$ cat config.mk
export PLATFORM = sky130hd
export DESIGN_NAME = rom_arbiter
export DESIGN_NICKNAME = d
export VERILOG_FILES = /design/src/rtl/rom_arbiter.sv
export SDC_FILE = /design/constraint.sdc
export NUM_CORES = 1
export LEC_CHECK = 0
export CORE_UTILIZATION = 33
export DETAILED_ROUTE_END_ITERATION = 12
export PLACE_DENSITY = 0.95
export SYNTH_ARGS = -nofsm -noshare
export SYNTH_HDL_FRONTEND = slang
export SYNTH_SLANG_ARGS = --single-unit
$ cat constraint.sdc
create_clock -name clk -period 4.7 [get_ports clk]
set_clock_uncertainty 0.05 [all_clocks]
set_input_delay 0.94 -clock clk [delete_from_list [all_inputs] [get_ports clk]]
set_output_delay 0.94 -clock clk [all_outputs]
set_load 0.1 [all_outputs]
$ cat src/rtl/rom_arbiter.sv
// Two-port round-robin arbiter sharing a single registered-read ROM port between
// instruction fetch (IF) and load (LD) requesters; one read in flight at a time.
module rom_arbiter #(
    parameter int ADDR_W = 16
) (
    input  logic              clk,
    input  logic              reset_n,

    input  logic              if_req_valid,
    input  logic [ADDR_W-1:0] if_req_addr,
    output logic              if_req_ready,
    output logic              if_rsp_valid,
    output logic [31:0]       if_rsp_data,
    output logic              if_rsp_err,
    input  logic              if_rsp_ready,

    input  logic              ld_req_valid,
    input  logic [ADDR_W-1:0] ld_req_addr,
    output logic              ld_req_ready,
    output logic              ld_rsp_valid,
    output logic [31:0]       ld_rsp_data,
    output logic              ld_rsp_err,
    input  logic              ld_rsp_ready,

    output logic [ADDR_W-1:0] rom_address,
    input  logic [31:0]       rom_data
);

    localparam logic [0:0] IDLE = 1'b0;
    localparam logic [0:0] RESP = 1'b1;

    localparam logic GNT_IF = 1'b0;
    localparam logic GNT_LD = 1'b1;

    logic [0:0]        state;
    logic              grant_p1;
    logic              last_grant;
    logic [ADDR_W-1:0] addr_p1;
    logic              err_p1;

    logic              rsp_fire;
    logic              can_accept;
    logic              if_acc;
    logic              ld_acc;
    logic [ADDR_W-1:0] sel_addr;

    // Ready is gated by reset_n so both requesters see ready drop the moment reset asserts.
    always_comb begin
        rsp_fire     = (state == RESP) && ((grant_p1 == GNT_IF) ? if_rsp_ready : ld_rsp_ready);
        can_accept   = reset_n && ((state == IDLE) || rsp_fire);
        if_req_ready = can_accept && (!ld_req_valid || (last_grant == GNT_LD));
        ld_req_ready = can_accept && (!if_req_valid || (last_grant == GNT_IF));
        if_acc       = if_req_valid && if_req_ready;
        ld_acc       = ld_req_valid && ld_req_ready;
        sel_addr     = ld_acc ? ld_req_addr : if_req_addr;
        rom_address  = (if_acc || ld_acc) ? sel_addr : addr_p1;
    end

    // ---- stage p1: accepted request, response presented from the ROM's registered read
    always_ff @(posedge clk or negedge reset_n) begin
        if (!reset_n) begin
            state      <= IDLE;
            grant_p1   <= GNT_IF;
            last_grant <= GNT_LD;
            addr_p1    <= '0;
            err_p1     <= 1'b0;
        end else if (if_acc || ld_acc) begin
            state      <= RESP;
            grant_p1   <= ld_acc;
            last_grant <= ld_acc;
            addr_p1    <= sel_addr;
            err_p1     <= |sel_addr[1:0];
        end else if (rsp_fire) begin
            state      <= IDLE;
        end
    end

    assign if_rsp_valid = (state == RESP) && (grant_p1 == GNT_IF);
    assign ld_rsp_valid = (state == RESP) && (grant_p1 == GNT_LD);
    assign if_rsp_data  = rom_data;
    assign ld_rsp_data  = rom_data;
    assign if_rsp_err   = if_rsp_valid && err_p1;
    assign ld_rsp_err   = ld_rsp_valid && err_p1;

endmodule

== After elaboration in Yosys (flattened, before gate mapping) ==
Index checks and enable logic that the tools add are counted.
Word-level totals
  flip-flop bits (word level): 20
  latch bits: 0
  bits in writable memories: 0
  ROM bits: 0
  bits of input ports: 70
  output and inout bits: 86
  logic and storage cells: 31
  memories kept: 0
Operators by class
  add/subtract/negate cells: 0
  $mul: 0
  div/mod/pow operators: 0
  $lt $le $gt $ge: 0
  equal/unequal tests: 0
  shifts and indexed selects: 0
  muxes and demuxes: 5
  bitwise gates (word level): 3
  reductions and logical operators: 18
Operators with widths (number)
  $mux W16: 2
  $logic_and A1 B1 Y1: 10
  $logic_or A1 B1 Y1: 4
  $mux W1: 3
  $not A1 Y1: 3
  $logic_not A1 Y1: 2
  $reduce_bool A2 Y1: 1
  $reduce_or A2 Y1: 1

== Logic depth before layout (Yosys ltp) ==
Gate-level depths: netlist (run 1).
  word-level depth: 8
  mapped depth: 5
  gate-level depth less buffers: 3

== Worst setup path before layout (run 1) ==
No wires, ideal clock.
  path type: input port to output port
  start: input port if_rsp_ready
  end: output port rom_address[0]
  arrival time: 2.788 ns
  data required time: 3.710 ns
  path slack: 0.922 ns
  cell stages on the path: 3
  buffers on the path: 0
  path through: mux2i_2 a21bo_2 o2bb2ai_1
Between the ends
  longest elaborated chain between the ends: 8
  elaborated cells between the ends (all ways): 11
  those cells by class: 3 x mux; 8 x reduce/logical
RTL lines
  start, declared: RTL line 15  | input logic if_rsp_ready,
  $mux W1 *: RTL line 49  | rsp_fire = (state == RESP) && ((grant_p1 == GNT_IF) ? if_rsp_ready : ld_rsp_ready);
  $logic_and A1 B1 Y1 *: RTL line 49
  $logic_or A1 B1 Y1 *: RTL line 50  | can_accept = reset_n && ((state == IDLE) || rsp_fire);
  $logic_and A1 B1 Y1 *: RTL line 50
  $logic_and A1 B1 Y1, on equally long branches: RTL line 52, 51
  $logic_and A1 B1 Y1, on equally long branches: RTL line 54, 53
  $mux W16 or $logic_or A1 B1 Y1 (tied branches): RTL line 55, 56
  $mux W16 *
  end, declared: RTL line 25  | output logic [ADDR_W-1:0] rom_address,
Mark *: on every way between the ends. The rest lies on a longest branch, timed or not.

== Worst setup path after layout (run 1) ==
  start: input port if_req_valid
  end: output port rom_address[2]
Between the ends
  longest elaborated chain between the ends: 6
  elaborated cells between the ends (all ways): 8
  those cells by class: 2 x mux; 6 x reduce/logical
RTL lines
  start, declared: RTL line 9  | input logic if_req_valid,
  $logic_not A1 Y1: RTL line 52  | ld_req_ready = can_accept && (!if_req_valid || (last_grant == GNT_IF));
  $logic_or A1 B1 Y1: RTL line 52
  $logic_and A1 B1 Y1: RTL line 52
  $logic_and A1 B1 Y1: RTL line 54  | ld_acc = ld_req_valid && ld_req_ready;
  $mux W16 or $logic_or A1 B1 Y1 (tied branches): RTL line 55, 56
  $mux W16 *
Marked as above.

==> results.json, run 1 <==
{
  "async_flop_share": 1.00,
  "num_io_pins": 156,
  "p_sw_frac": 0.501,
  "tritoncts": "done",
  "share_seq_of_total_power": 0.202,
  "post-dp-hpwl_mm": 2.35,
  "wl_mm": 3.03,
  "core_area_sq_um": 4720,
  "p_int_uw": 620,
  "cts_made_buffers": 3,
  "clk_pin_slew_ns": 0.07,
  "maxCapViolations": 0,
  "endpoint_kind": "output port",
  "status": "completed",
  "drt_pre_antenna_iters": 4,
  "start_util": 0.344,
  "dieHeight_microns": 72.2,
  "fmax_ghz": 0.254,
  "drc": 0,
  "grt_pass1_vias": 957,
  "netlist_instances": 146,
  "layout-area-overhead-vs-synth_pct": 24.5,
  "antenna_found_initial": 0,
  "worst_pin_slew_ns": 0.965,
  "insertion_delay_ns": 0.25,
  "cp_cell_sequence": "clkdlybuf4s50_1 -> o21ai_0 -> a21oi_4 -> mux2_2 -> buf_12",
  "antenna_left": 0,
  "p_clk_frac": 0.105,
  "dieArea_sq_um": 5210,
  "hold_buffers": 0,
  "slew_headroom": 0.355,
  "hold_ws_ns": 0.471,
  "row_count": 25,
  "final_layout_size_suffix_gt1_frac": 0.406,
  "critical_path_class": "input pin to output port",
  "synth_edf_count": 0,
  "hold_viol": 0,
  "p_leak_nw": 0.873,
  "ir_drop_uv": 370,
  "synth.yosys.seq_area_share": 0.309,
  "min_period_over_period": 0.839,
  "port_buffers": 59,
  "synth_ff_type": "dfrtp_1",
  "yosysUniqueCellTypes": 27,
  "synth_nets": 216,
  "critPathMaxFanout": 15,
  "cp.arrival_ns": 2.95,
  "setup_viol": 0,
  "crit_required_ns": 3.71,
  "grt_usage": 0.123,
  "clock-sinks": 20,
  "combPwrFrac": 0.693,
  "netlist_area_sq_um": 1620,
  "p_sw_uw": 622,
  "startpoint_type": "input pin",
  "cts_resized": 0,
  "root_buffer": "clkbuf_8",
  "min_period_ns": 3.94,
  "rsz0062_at_grt": "false",
  "hp-class": "register to register",
  "num_vias": 886,
  "diodes": 0,
  "clock_path_buffers": 2,
  "ys_ff_latch": 20,
  "slew_viol_final": 0,
  "fin_setup_tns_ns": 0,
  "wire_per_inst_microns": 14.4,
  "nets": 214,
  "gp_congestion": 0.710,
  "cts_setup_buffers": 0,
  "rrSetupSlack_ns": 2.76,
  "cp_slowest_cell": "a21oi_4",
  "yosys_warnings": 0,
  "avgSynthCellArea_sq_um": 11.1,
  "critPathMaxStageDelay_ns": 0.59,
  "vias_per_cell": 4.22,
  "grt_pass1_wl_mm": 4.88,
  "grt_max_degree": 23,
  "grt_remaining_overflow": 0,
  "p_per_area_nw_per_um2": 614,
  "drtIter0Drc": 28,
  "die-width_microns": 72.2,
  "htreeDepth": 1
}
-- cells by family (layout without fill, tap and decap cells) --
family                 after synthesis  count (layout)  synth area share
buffers and inverters               71              68             0.331
muxes                               31              31             0.258
DFF                                 20              20             0.309
AOI/OAI and AO/OA                   15              15            0.0747
and+or+nand+nor                      9               9            0.0270
-- power by group through the flow --
stage          combinational, mW  clock (mW)  sequential [mW]
2_1_floorplan              0.842           0            0.246
3_3_place_gp               0.858           0            0.252
3_5_place_dp               0.864           0            0.255
4_1_cts                    0.867       0.135            0.252
5_1_grt                    0.886       0.143            0.258
6_report                   0.860       0.130            0.251
-- sequential cells by signal (all words and copies together) (netlist names) --
signal / count
last_grant: 1
err_p1: 1
addr_p1: 16
grant_p1: 1
state: 1
-- critical path, delay by kind of cell --
family	cells	cell delay (ns)
AOI/OAI and AO/OA	2	0.82
buffers and inverters	2	0.73
muxes	1	0.45
-- synth_stat cells, types with 2 or more instances --
cell	number	share of area
mux2_4	18	0.17
nand2_1	4	0.0092
a21oi_1	3	0.0092
inv_1	3	0.0069
dfrtp_1	19	0.29
a32oi_1	2	0.011
buf_4	64	0.30
buf_6	2	0.014
o2bb2ai_1	2	0.011
mux2_2	12	0.083
-- per-stage QoR --
step | setup WS [ns] | area [sq um] | util | instances | power, mW
finish | 0.757 | 2020 | 0.428 | 210 | 1.24
global route | 0.642 | 2020 | 0.428 | 210 | 1.29
CTS | 0.727 | 2020 | 0.428 | 210 | 1.25
detailed placement | 0.731 | 1970 | 0.416 | 206 | 1.12
global placement | 0.772 | 1970 | 0.416 | 206 | 1.11
floorplan | 0.922 | 1620 | - | 146 | 1.09
-- cell type report --
| cell class | instances | area (sq um) |
|---|---|---|
| inverter | 3 | 11.3 |
| fill | 427 | 2700 |
| clock buffer | 4 | 55.1 |
| tap | 67 | 83.8 |
| multi-input combinational | 55 | 584 |
| sequential | 20 | 502 |
| timing repair buffer | 61 | 786 |
-- final timing paths --
check / start / end / depth (start not counted)
max reg2reg: last_grant / addr_p1[9] / 4
min in group asynchronous: reset_n / addr_p1[14] / 2
max: if_req_valid / rom_address[2] / 5
max in group asynchronous: reset_n / last_grant / 2
min: addr_p1[7] / addr_p1[7] / 1
min reg2reg: addr_p1[7] / addr_p1[7] / 1
-- per-layer routing --
layer	track usage	up-vias	wire length [microns]
met1	0.140	419	1190
met5	0	-	0
met4	0.0458	0	55
li1	-	419	-
met2	0.212	40	1550
met3	0.0431	8	221
-- layout by cell type, fill, tap and decap left out, drive strengths merged --
master | Yosys | final
o22ai | 1 | 1
a21bo | 2 | 2
dfrtp | 19 | 19
dfstp | 1 | 1
a21boi | 1 | 1
nor2 | 1 | 1
clkbuf | 1 | 4
a32oi | 2 | 2
o21ai | 1 | 1
inv | 3 | 3
and2 | 1 | 1
nor3 | 1 | 1
a21o | 1 | 1
a21oi | 4 | 4
nand2 | 4 | 4
o2bb2ai | 2 | 2
a221oi | 1 | 1
and3 | 1 | 1
buf | 67 | 20
or2b | 1 | 1
mux2i | 1 | 1
clkdlybuf4s50 | 0 | 41
mux2 | 30 | 30
No activity file was read; power rests on OpenSTA's default activity.
==> run 2, diff against run 1 <==
--- a/config.mk
+++ b/config.mk
@@ -5,9 +5,9 @@
 export SDC_FILE = /design/constraint.sdc
 export NUM_CORES = 1
 export LEC_CHECK = 0
-export CORE_UTILIZATION = 33
+export CORE_UTILIZATION = 30
 export DETAILED_ROUTE_END_ITERATION = 12
-export PLACE_DENSITY = 0.95
+export PLACE_DENSITY = 0.92
 export SYNTH_ARGS = -nofsm -noshare
 export SYNTH_HDL_FRONTEND = slang
 export SYNTH_SLANG_ARGS = --single-unit
==> constraint.sdc (replaced) <==
create_clock -name clk -period 3.78 [get_ports clk]
set_clock_uncertainty 0.05 [all_clocks]
set_input_delay 0.756 -clock clk [delete_from_list [all_inputs] [get_ports clk]]
set_output_delay 0.756 -clock clk [all_outputs]
set_load 0.1 [all_outputs]
==> run 2 against run 1 <==
Compared with the run above: critical path depth up 1; register-to-register slack worse by 0.77 ns; routed wire length up 1.5%; power up 25%; first-iteration DRC count up 130%; die area up 9.7%; clock-buffer cell count unchanged; critical endpoint is now rom_address[1]; largest power group unchanged.
==> results.json, run 2 (same netlist as run 1, synthesis figures left out) <==
{
  "status": "completed",
  "slew_viol_final": 0,
  "drc": 0,
  "setup_viol": 0,
  "dieArea_sq_um": 5710,
  "critical_path_class": "input pin to output port",
  "endpoint_kind": "output port",
  "rsz0062_at_grt": "false",
  "cts_made_buffers": 3,
  "die-width_microns": 75.6,
  "dieHeight_microns": 75.6,
  "clock_path_buffers": 2,
  "largest_reg_flops": 16,
  "min_period_ns": 3.37,
  "post-route-util": 0.396,
  "highest_layer": "met4",
  "place_inst": 213,
  "antenna_left": 0,
  "root_buffer": "clkbuf_8",
  "drt_pre_antenna_iters": 4,
  "slew_headroom": 0.683,
  "row_count": 26,
  "wl_met2_mm": 1.54,
  "cts_resized": 0,
  "multiInputGateArea_sq_um": 584,
  "regMostFlops": "addr_p1",
  "min_period_over_period": 0.891,
  "fmax_ghz": 0.297,
  "rrSetupSlack_ns": 1.99,
  "seq_area_sq_um": 502,
  "worstReg2RegStart": "last_grant",
  "grt_pass1_vias": 949,
  "final_layout_size_suffix_gt1_frac": 0.449,
  "core_area_sq_um": 5170,
  "startpoint_type": "input pin",
  "final_cells": 217,
  "num_vias": 922,
  "vias_per_cell": 4.25,
  "crit_family": "buffers and inverters",
  "clk_pin_slew_ns": 0.07,
  "p_per_area_nw_per_um2": 757,
  "num_io_pins": 156,
  "htreeDepth": 1,
  "drtIter0Drc": 63,
  "grt_pass1_wl_mm": 4.68,
  "hold_end": "addr_p1[11]",
  "critPathMaxFanout": 11,
  "antenna_found_initial": 0,
  "crit_top_cell": "mux2_2",
  "grt_max_degree": 23,
  "worst_pin_slew_ns": 0.467,
  "min-delay-start": "addr_p1[11]",
  "fin_setup_tns_ns": 0,
  "hold_ws_ns": 0.473,
  "fillers": 472,
  "post-dp-hpwl_mm": 2.44,
  "met3_length_microns": 291,
  "nets": 218,
  "wl_mm": 3.07,
  "timing.critical_path.buf_inv": 3,
  "gp_congestion": 0.817,
  "final_cell_mix": "clkdlybuf4s50_1 (37), dfrtp_1 (19), mux2_4 (18), buf_12 (18), mux2_2 (12)",
  "wire_per_inst_microns": 14.1,
  "cp_cell_sequence": "clkdlybuf4s50_1 -> a21bo_1 -> buf_4 -> mux2_2 -> mux2_2 -> buf_12",
  "ff2ff_path_depth": 4,
  "hold_buffers": 0,
  "grt_remaining_overflow": 0,
  "cp.arrival_ns": 2.56,
  "crit_start": "if_req_valid",
  "hold_viol": 0,
  "insertion_delay_ns": 0.25,
  "cts_setup_buffers": 0,
  "clock-sinks": 20,
  "tritoncts": "done",
  "port_buffers": 59,
  "maxCapViolations": 0,
  "timing.rr.end": "addr_p1[1]",
  "critPathMaxStageDelay_ns": 0.57,
  "grt_usage": 0.112,
  "hold-path-cell-count": 1,
  "layout_commonest_cell": "clkdlybuf4s50_1",
  "crit_required_ns": 2.97,
  "ir_drop_uv": 395,
  "p_leak_nw": 0.899,
  "cp_slowest_cell": "clkdlybuf4s50_1",
  "layout-area-overhead-vs-synth_pct": 26.0,
  "wl_met1_mm": 1.18,
  "diodes": 0,
  "start_util": 0.314,
  "hp-class": "register to register"
}
## run 2: cell type report
type                       count  share of cell area
timing repair buffer          65               0.394
inverter                       3             0.00550
clock buffer                   4              0.0269
tap                           70              0.0428
multi-input combinational     55               0.286
sequential                    20               0.245
## run 2: worst register-to-register path, cell delays in order, from the launching register on
cell,delay [ns]
dfstp_2,0.58
a21bo_1,0.15
buf_4,0.23
mux2_2,0.36
mux2_2,0.30
## run 2: how the worst max path moves through the flow
stage                      to  slack, ns  cells after the start
2_1_floorplan      if_rsp_err       0.23                      3
3_3_place_gp   rom_address[1]       0.48                      6
3_5_place_dp   rom_address[1]       0.41                      6
4_1_cts        rom_address[1]       0.41                      6
5_1_grt        rom_address[1]       0.33                      6
6_report       rom_address[1]       0.41                      6
## run 2: per-layer routing
metal,vias to the layer above,track usage
met4,0,0.0329
met3,10,0.0463
met5,-,0
li1,428,-
met1,442,0.126
met2,42,0.192
## run 2: power breakdown
part	total [mW]	internal [mW]	switching, mW
clock network	0.162	0.0926	0.0696
logic	1.07	0.397	0.674
registers	0.315	0.283	0.0326
## run 2: metrics by stage
| step | area [sq um] | total power [mW] | setup slack [ns] |
|---|---|---|---|
| 6_report | 2050 | 1.55 | 0.411 |
| 2_1_floorplan | 1620 | 1.35 | 0.226 |
| 3_3_place_gp | 1990 | 1.38 | 0.475 |
| 4_1_cts | 2050 | 1.57 | 0.412 |
| 3_5_place_dp | 1990 | 1.40 | 0.415 |
| 5_1_grt | 2050 | 1.61 | 0.334 |
==> run 3, diff against run 2 <==
--- a/config.mk
+++ b/config.mk
@@ -5,7 +5,9 @@
 export SDC_FILE = /design/constraint.sdc
 export NUM_CORES = 1
 export LEC_CHECK = 0
+export ABC_CLOCK_PERIOD_IN_PS = 3780
 export CORE_UTILIZATION = 30
+export CTS_CLUSTER_DIAMETER = 100
 export DETAILED_ROUTE_END_ITERATION = 12
 export PLACE_DENSITY = 0.92
 export SYNTH_ARGS = -nofsm -noshare
==> results of run 3 <==
Final layout, timing and power as in run 2 (identical DEF).
